===== config.mk =====
export PLATFORM = sky130hd
export DESIGN_NAME = emsensor_poll_ctrl
export DESIGN_NICKNAME = d
export VERILOG_FILES = /design/src/rtl/emsensor_poll_ctrl.sv
export SDC_FILE = /design/constraint.sdc
export NUM_CORES = 1
export LEC_CHECK = 0
export BUFFER_PORTS_ARGS = -buffer_cell sky130_fd_sc_hd__buf_2
export CORE_MARGIN = 2
export CORE_UTILIZATION = 50
export CTS_CLUSTER_DIAMETER = 80
export DETAILED_ROUTE_END_ITERATION = 16
export PLACE_DENSITY = 0.86
export SETUP_SLACK_MARGIN = 0.3
export SYNTH_ARGS = -nofsm -noshare
export SYNTH_HDL_FRONTEND = slang
export SYNTH_SLANG_ARGS = --single-unit

===== constraint.sdc =====
create_clock -name vclk -period 2.5 [get_ports vclk]
set_input_delay 0.5 -clock vclk [delete_from_list [all_inputs] [get_ports vclk]]
set_output_delay 0.5 -clock vclk [all_outputs]
set_load 0.02 [all_outputs]

===== src/rtl/emsensor_poll_ctrl.sv =====
// Purpose : periodically polls an APB alarm sensor and latches/counts alarms, optionally refreshing the sensor.
// Latency : read visible in EVAL 2 cycles after RD_SETUP; refresh writes finish 5 cycles after RD_ACCESS.
// Backpress: none; APB slave assumed zero-wait, a started sequence always runs to completion.
//
// Ports
//   vrst, vclk        async active-low reset, single rising-edge clock
//   enable            polling enable (dropping it lets the current sequence finish, then idles)
//   poll_period       WAIT length is poll_period+1 cycles, sampled when WAIT is entered
//   auto_refresh      sampled in EVAL: after an alarm write 1 then 0 to the refresh control word
//   clr_irq           single-cycle clear of the sticky irq (a simultaneous alarm wins)
//   m_psel..m_prdata  APB master; only m_psel[SEL_IDX] is ever driven high
//   irq, alarm_cnt,   sticky alarm flag, saturating alarm counter, last nonzero alarm word
//   last_alarm, busy  busy is high from RD_SETUP through the final write ACCESS
module emsensor_poll_ctrl #(
    parameter int POLL_W  = 16,
    parameter int SEL_IDX = 0
) (
    input  logic              vrst,
    input  logic              vclk,
    input  logic              enable,
    input  logic [POLL_W-1:0] poll_period,
    input  logic              auto_refresh,
    input  logic              clr_irq,
    output logic [7:0]        m_psel,
    output logic              m_penable,
    output logic [31:0]       m_paddr,
    output logic              m_pwrite,
    output logic [31:0]       m_pwdata,
    input  logic [31:0]       m_prdata,
    output logic              irq,
    output logic [15:0]       alarm_cnt,
    output logic [31:0]       last_alarm,
    output logic              busy
);

    typedef enum logic [3:0] {
        ST_IDLE      = 4'd0,
        ST_WAIT      = 4'd1,
        ST_RD_SETUP  = 4'd2,
        ST_RD_ACCESS = 4'd3,
        ST_EVAL      = 4'd4,
        ST_W1_SETUP  = 4'd5,
        ST_W1_ACCESS = 4'd6,
        ST_W0_SETUP  = 4'd7,
        ST_W0_ACCESS = 4'd8
    } state_t;

    localparam logic [9:0] IDX_CTRL  = 10'd0;   // refresh control word
    localparam logic [9:0] IDX_ALARM = 10'd1;   // alarm status word
    localparam logic [7:0] PSEL_ONE  = 8'(1) << SEL_IDX;

    state_t            state;
    state_t            state_nxt;
    state_t            rest_state;
    logic              rst_done;
    logic [POLL_W-1:0] cnt;
    logic [31:0]       rd_word;
    logic              irq_q;
    logic [15:0]       alarm_cnt_q;
    logic [31:0]       last_alarm_q;
    logic              wait_entry;
    logic              eval_alarm;

    // ------------------------------------------------------------------
    // State register
    // ------------------------------------------------------------------
    always_ff @(posedge vclk or negedge vrst) begin
        if (!vrst) begin
            state <= ST_IDLE;
        end else begin
            state <= state_nxt;
        end
    end

    // Holds IDLE for one extra edge after reset release so the first
    // transfer cannot start on the very first edge out of reset.
    always_ff @(posedge vclk or negedge vrst) begin
        if (!vrst) begin
            rst_done <= 1'b0;
        end else begin
            rst_done <= 1'b1;
        end
    end

    // ------------------------------------------------------------------
    // Next-state logic
    // ------------------------------------------------------------------
    always_comb begin
        rest_state = enable ? ST_WAIT : ST_IDLE;
        state_nxt  = state;
        case (state)
            ST_IDLE: begin
                if (rst_done && enable) begin
                    state_nxt = ST_RD_SETUP;
                end
            end
            ST_WAIT: begin
                if (!enable) begin
                    state_nxt = ST_IDLE;
                end else if (cnt == '0) begin
                    state_nxt = ST_RD_SETUP;
                end
            end
            ST_RD_SETUP:  state_nxt = ST_RD_ACCESS;
            ST_RD_ACCESS: state_nxt = ST_EVAL;
            ST_EVAL: begin
                if ((rd_word != 32'd0) && auto_refresh) begin
                    state_nxt = ST_W1_SETUP;
                end else begin
                    state_nxt = rest_state;
                end
            end
            ST_W1_SETUP:  state_nxt = ST_W1_ACCESS;
            ST_W1_ACCESS: state_nxt = ST_W0_SETUP;
            ST_W0_SETUP:  state_nxt = ST_W0_ACCESS;
            ST_W0_ACCESS: state_nxt = rest_state;
            default:      state_nxt = ST_IDLE;
        endcase
    end

    // ------------------------------------------------------------------
    // Output decode (pure function of state, so reset clears it at once)
    // ------------------------------------------------------------------
    always_comb begin
        m_psel    = 8'd0;
        m_penable = 1'b0;
        m_paddr   = 32'd0;
        m_pwrite  = 1'b0;
        m_pwdata  = 32'd0;
        busy      = 1'b0;
        case (state)
            ST_RD_SETUP, ST_RD_ACCESS: begin
                m_psel    = PSEL_ONE;
                m_penable = (state == ST_RD_ACCESS);
                m_paddr   = {20'd0, IDX_ALARM, 2'b00};
                busy      = 1'b1;
            end
            ST_EVAL: begin
                busy = 1'b1;
            end
            ST_W1_SETUP, ST_W1_ACCESS: begin
                m_psel    = PSEL_ONE;
                m_penable = (state == ST_W1_ACCESS);
                m_paddr   = {20'd0, IDX_CTRL, 2'b00};
                m_pwrite  = 1'b1;
                m_pwdata  = 32'd1;
                busy      = 1'b1;
            end
            ST_W0_SETUP, ST_W0_ACCESS: begin
                m_psel    = PSEL_ONE;
                m_penable = (state == ST_W0_ACCESS);
                m_paddr   = {20'd0, IDX_CTRL, 2'b00};
                m_pwrite  = 1'b1;
                m_pwdata  = 32'd0;
                busy      = 1'b1;
            end
            default: begin
                busy = 1'b0;
            end
        endcase
    end

    // ------------------------------------------------------------------
    // Datapath: wait counter, read capture, alarm bookkeeping
    // ------------------------------------------------------------------
    assign wait_entry = (state_nxt == ST_WAIT) && (state != ST_WAIT);
    assign eval_alarm = (state == ST_EVAL) && (rd_word != 32'd0);

    always_ff @(posedge vclk or negedge vrst) begin
        if (!vrst) begin
            cnt <= '0;
        end else if (wait_entry) begin
            cnt <= poll_period;
        end else if ((state == ST_WAIT) && (cnt != '0)) begin
            cnt <= cnt - POLL_W'(1);
        end
    end

    always_ff @(posedge vclk or negedge vrst) begin
        if (!vrst) begin
            rd_word <= 32'd0;
        end else if (state == ST_RD_ACCESS) begin
            rd_word <= m_prdata;
        end
    end

    // Alarm set takes priority over a same-cycle clear.
    always_ff @(posedge vclk or negedge vrst) begin
        if (!vrst) begin
            irq_q <= 1'b0;
        end else if (eval_alarm) begin
            irq_q <= 1'b1;
        end else if (clr_irq) begin
            irq_q <= 1'b0;
        end
    end

    always_ff @(posedge vclk or negedge vrst) begin
        if (!vrst) begin
            alarm_cnt_q  <= 16'd0;
            last_alarm_q <= 32'd0;
        end else if (eval_alarm) begin
            last_alarm_q <= rd_word;
            if (alarm_cnt_q != 16'hFFFF) begin
                alarm_cnt_q <= alarm_cnt_q + 16'd1;
            end
        end
    end

    assign irq        = irq_q;
    assign alarm_cnt  = alarm_cnt_q;
    assign last_alarm = last_alarm_q;

endmodule


### Word level (Yosys, flattened, before mapping)

Cells that the tools add are included.

| word-level totals | value |
|---|---|
| output and inout bits | 124 |
| input port bits | 53 |
| word-level logic and storage cells | 54 |
| bits in registers | 102 |

| cells by class | value |
|---|---|
| muxes and demuxes | 16 |
| reductions and logical operators | 18 |
| $add $sub $neg | 2 |
| eq/ne operators | 11 |

Operators with widths:

| cell | count |
|---|---|
| $pmux W4 S9 | 1 |
| $mux W16 | 2 |
| $reduce_bool A32 Y1 | 1 |
| $add A16 B1 Y16 const B | 1 |
| $eq A4 B3 Y1 const B | 4 |
| $logic_not A16 Y1 | 1 |
| $ne A16 B16 Y1 const B | 1 |
| $reduce_bool A16 Y1 | 1 |
| $sub A16 B1 Y16 const B | 1 |
| $mux W4 | 3 |
| $eq A4 B1 Y1 const B | 2 |
| $eq A4 B2 Y1 const B | 2 |
| $mux W1 | 7 |
| $reduce_or A7 Y1 | 1 |
| $mux W3 | 2 |
| $reduce_or A2 Y1 | 3 |
| $reduce_or A6 Y1 | 1 |
| $logic_and A1 B1 Y1 | 5 |
| $eq A4 B4 Y1 const B | 1 |
| $logic_not A4 Y1 | 1 |
| $ne A4 B1 Y1 const B | 1 |
| $reduce_bool A2 Y1 | 2 |
| $reduce_or A4 Y1 | 1 |
| $pmux W1 S3 | 1 |
| $reduce_and A2 Y1 | 1 |

### Depth between registers and ports, before layout

| logic depth | value |
|---|---|
| depth after elaboration | 7 |
| mapped depth | 9 |
| depth with buffers taken out | 8 |

### Worst setup path before layout

No wires, ideal clock.

| timing path | value |
|---|---|
| kind | register to output |
| start point | reg state[1] |
| end point | out m_penable |
| arrival time | 1,613 ps |
| path buffers | 2 |
| slack | 387 ps |
| cell stages (with the launch flop) | 6 |
| cells stage by stage | dfrtp_1 clkbuf_1 nand2_1 nor3_1 buf_2 o21bai_1 |

| between the ends | value |
|---|---|
| longest elaborated chain between the ends | 3 |
| elaborated cells between the ends (all ways) | 10 |

Ends and longest elaborated chain:

| what | line | RTL |
|---|---|---|
| from (decl) | 52 | `state_t state;` |
| from (signal assigned) | 71 | `state <= state_nxt;` |
| $eq A4 B4 Y1, or another cell as far along | 131, 151 |  |
| $reduce_or A2 Y1, on equally long branches | - |  |
| $pmux W1 S3 * | 131 | `case (state)` |
| to (decl) | 25 | `output logic m_penable,` |

Every way passes the cells marked *; elsewhere a longest branch is shown, timed or not.

### Worst setup path after layout

| timing path | value |
|---|---|
| start point | reg cnt[7] |
| end point | reg cnt[14] |

| between the ends | value |
|---|---|
| longest elaborated chain between the ends | 7 |
| elaborated cells between the ends (all ways) | 12 |

Ends and longest elaborated chain:

| what | line | RTL |
|---|---|---|
| from (decl) | 56 | `logic [POLL_W-1:0] cnt;` |
| from (signal assigned) | 173 | `cnt <= poll_period;` |
| from (signal assigned) | 175 | `cnt <= cnt - POLL_W'(1);` |
| $logic_not A16 Y1 | 100 | `end else if (cnt == '0) begin` |
| $mux W4 | 100 |  |
| $mux W4 | 98 | `if (!enable) begin` |
| $pmux W4 S9 | 91 | `case (state)` |
| $eq A4 B1 Y1 | 166 | `assign wait_entry = (state_nxt == ST_WAIT) && (state != ST_WAIT);` |
| $logic_and A1 B1 Y1 | 166 |  |
| $mux W16 or $reduce_bool A2 Y1 (tied branches) | - |  |

Parallel ways exist; a longest one is shown, timed or not. The select of a mux whose other input is x is not followed.
A chain may end at the register's enable or synchronous reset.

==> flow_summary.yaml <==
timing:
  fin_ws_ns: 0.331
  tightest_slew_ns: 0.594
  finalCriticalPeriod_ns: 2.17
  hold_viol: 0
  holdWs_ns: 0.0506
  drv_slew: 0
  period_share_pct: 86.8
  setup_tns_ns: 0
  finClkSkew_ns: 0.0131
  rsz0062_at_grt: "true"
  relSlewSlack_pct: 60.0
  setup_viol: 0
  timing.fmax_mhz: 461
clock_network:
  clkLatencyLatePin_ns: 0.37
  clock_path_buffers: 2
  cts_buffers: 9
  cts_tree: "built"
  cts_sinks: 102
  cts-root-buf: "clkbuf_8"
  clk_pin_slew_ns: 0.10
  cts_max_level: 3
placed_design:
  dp_hpwl_um: 7500
  place_ws_ns: 0.119
  portBuffers: 107
  place.gp.congestion: 0.851
detailed_routing:
  drc_errors: 0
  routed_wl_um: 10400
  avgRoutedWirePerCell_um: 15.0
  ant_nets: 0
  drt_iter0_drc: 108
  vias_per_cell: 5.09
  vias: 3519
  first_pass_iters: 4
yosys:
  post_synth_num_cell_types: 47
  ys_ff_latch: 102
  synth-edff-count: 0
  ys.flop_type: "dfrtp_1"
  syn_inst: 439
  yosysSeqAreaShare_pct: 50.4
  syn_area_um2: 5060
  async_flop_share_pct: 100
  ys_warn_count: 0
  syn_avg_cell_area_um2: 11.5
die:
  die_area_um2: 11000
  die_h_um: 105
  initial_core_util_pct: 51.6
  core_um2: 9820
  die_w_um: 105
  row_count: 36
  ios: 177
cells_and_area:
  diodes: 0
  final_util_pct: 59.3
  areaGrowthSynthToFinish_pct: 15.0
  drive_above_1_share_pct: 39.8
  nets: 608
  layout_commonest_cell: "buf_2"
  layout_common_cells: "buf_2 (106), dfrtp_1 (99), conb_1 (70)"
global_route:
  grt_pass1_wl_um: 16600
  grtUsageTotal_pct: 18.9
  grt.overflow.total: 0
  antenna_found_initial: 0
  grt_max_degree: 50
  grt_pass1_vias: 3425
setup_path:
  crit_family: "simple AND/OR/NAND/NOR gates"
  worstPathCellList: "or4_4, or2_1, o41ai_1, o21ai_1, a221o_1"
  endpoint_kind: "register"
  cp.arrival_ns: 2.42
  path_max_fanout: 6
  crit_type: "reg2reg"
  max_stage_delay_ns: 0.58
  cp_num_buf_inv: 0
  crit_path_start_kind: "register"
  required_ns: 2.76
  crit_slowest_cell: "or4_4"
pwr:
  p_per_area_nw_per_um2: 1210
  p_sw_share_pct: 40.0
  p_int_w: 0.00424
  p_seq_share_pct: 43.3
  ir_worst_vdd_mv: 0.733
  p_sw_w: 0.00283
  leakage_nw: 2.79
  clockPowerShare_pct: 15.1
  comb_power_share_pct: 41.6
worst_hold_path:
  hp-class: "in2async"
status:
  status: "complete, no violations"
flow_run:
  cap_violations: 0
-- layout make-up --
cell class	count	area [um^2]
Clock buffer	9	124
Clock inverter	7	81.3
Fill cell	820	3990
Inverter	6	22.5
Multi-Input combinational cell	316	2230
Sequential cell	102	2560
Tap cell	133	166
Timing Repair Buffer	118	648
-- per-stage QoR --
| step | instances | instance area (um^2) | power, W |
|---|---|---|---|
| after global placement | 670 | 5500 | 0.00573 |
| after detailed placement | 670 | 5500 | 0.00587 |
| after CTS | 688 | 5740 | 0.00700 |
| after floorplan | 507 | 5320 | 0.00508 |
| final | 691 | 5830 | 0.00706 |
| after global routing | 691 | 5830 | 0.00753 |
-- worst reg2reg max path: stages, from the launching register on --
cell	delay, ns
dfrtp_1	0.45
or4_4	0.58
or2_1	0.26
o41ai_1	0.33
o21ai_1	0.14
a221o_1	0.31
-- timing repair --
item	CTS	global route
gates cloned	0	1
hold buffers	0	0
setup endpoints to repair	50	55
resized for setup	6	12
pin swaps	1	3
hold endpoints to repair	0	0
setup buffers	2	2
-- routing by layer --
| metal | global-route usage [%] | part of all wire, % | vias to the layer above |
|---|---|---|---|
| met5 | 0 | 0 | - |
| met4 | 8.10 | 2.0 | 0 |
| met3 | 3.43 | 6.1 | 18 |
| met2 | 31.5 | 51 | 161 |
| met1 | 24.2 | 41 | 1717 |
| li1 | - | - | 1623 |
-- kinds of logic (layout without fill, tap and decap cells) --
logic type | after synthesis | in the layout | share of synthesized area, %
buffers and inverters | 90 | 140 | 12.2
muxes | 67 | 67 | 14.9
xor gates and xnor gates | 26 | 26 | 4.50
other | 2 | 70 | 0.148
AOI/OAI and AO/OA | 36 | 37 | 4.52
DFF | 102 | 102 | 50.4
and+or+nand+nor | 114 | 114 | 12.8
adders and majority gates | 2 | 2 | 0.494
-- power groups by stage --
stage	clock (W)	sequential (W)	combinational [W]
final	0.00106	0.00306	0.00294
after global routing	0.00116	0.00317	0.00320
after CTS	0.00110	0.00302	0.00288
after detailed placement	0	0.00303	0.00284
after floorplan	0	0.00321	0.00186
after global placement	0	0.00298	0.00275
-- cells in the mapped netlist, types with 4 or more instances --
| master | number | area share (%) |
|---|---|---|
| dfrtp_1 | 102 | 50 |
| buf_4 | 69 | 10 |
| mux2_2 | 67 | 15 |
| nand2_1 | 29 | 2.1 |
| o21ai_0 | 18 | 1.8 |
| nor2_1 | 15 | 1.1 |
| xor2_1 | 14 | 2.4 |
| nor4_1 | 13 | 1.6 |
| xnor2_1 | 12 | 2.1 |
| buf_2 | 11 | 1.1 |
| nor3_1 | 11 | 1.1 |
| nand4_1 | 10 | 1.2 |
| nand3_1 | 9 | 0.89 |
| inv_1 | 6 | 0.44 |
| nand2b_1 | 4 | 0.49 |
-- path summary, 6_finish.rpt --
kind                                           start                   endpoint  slack [ns]  cells after the start
max                               cnt[7]$_DFFE_PN0P_        cnt[14]$_DFFE_PN0P_        0.33                      5
min                                             vrst   alarm_cnt[9]$_DFFE_PN0P_        0.05                      1
max reg2reg                       cnt[7]$_DFFE_PN0P_        cnt[14]$_DFFE_PN0P_        0.33                      5
min reg2reg                alarm_cnt[12]$_DFFE_PN0P_  alarm_cnt[12]$_DFFE_PN0P_        0.49                      1
max in group asynchronous                       vrst         state[1]$_DFF_PN0_        1.75                      2
min in group vclk                            clr_irq            irq$_DFFE_PN0P_        0.31                      2
-- registers in the layout, summed over array words and instances, names as in the netlist --
| signal | flops |
|---|---|
| irq | 1 |
| last_alarm | 32 |
| rst_done | 1 |
| cnt | 16 |
| state | 4 |
| alarm_cnt | 16 |
| rd_word | 32 |
Note: power is estimated with default switching activity, not from simulation.
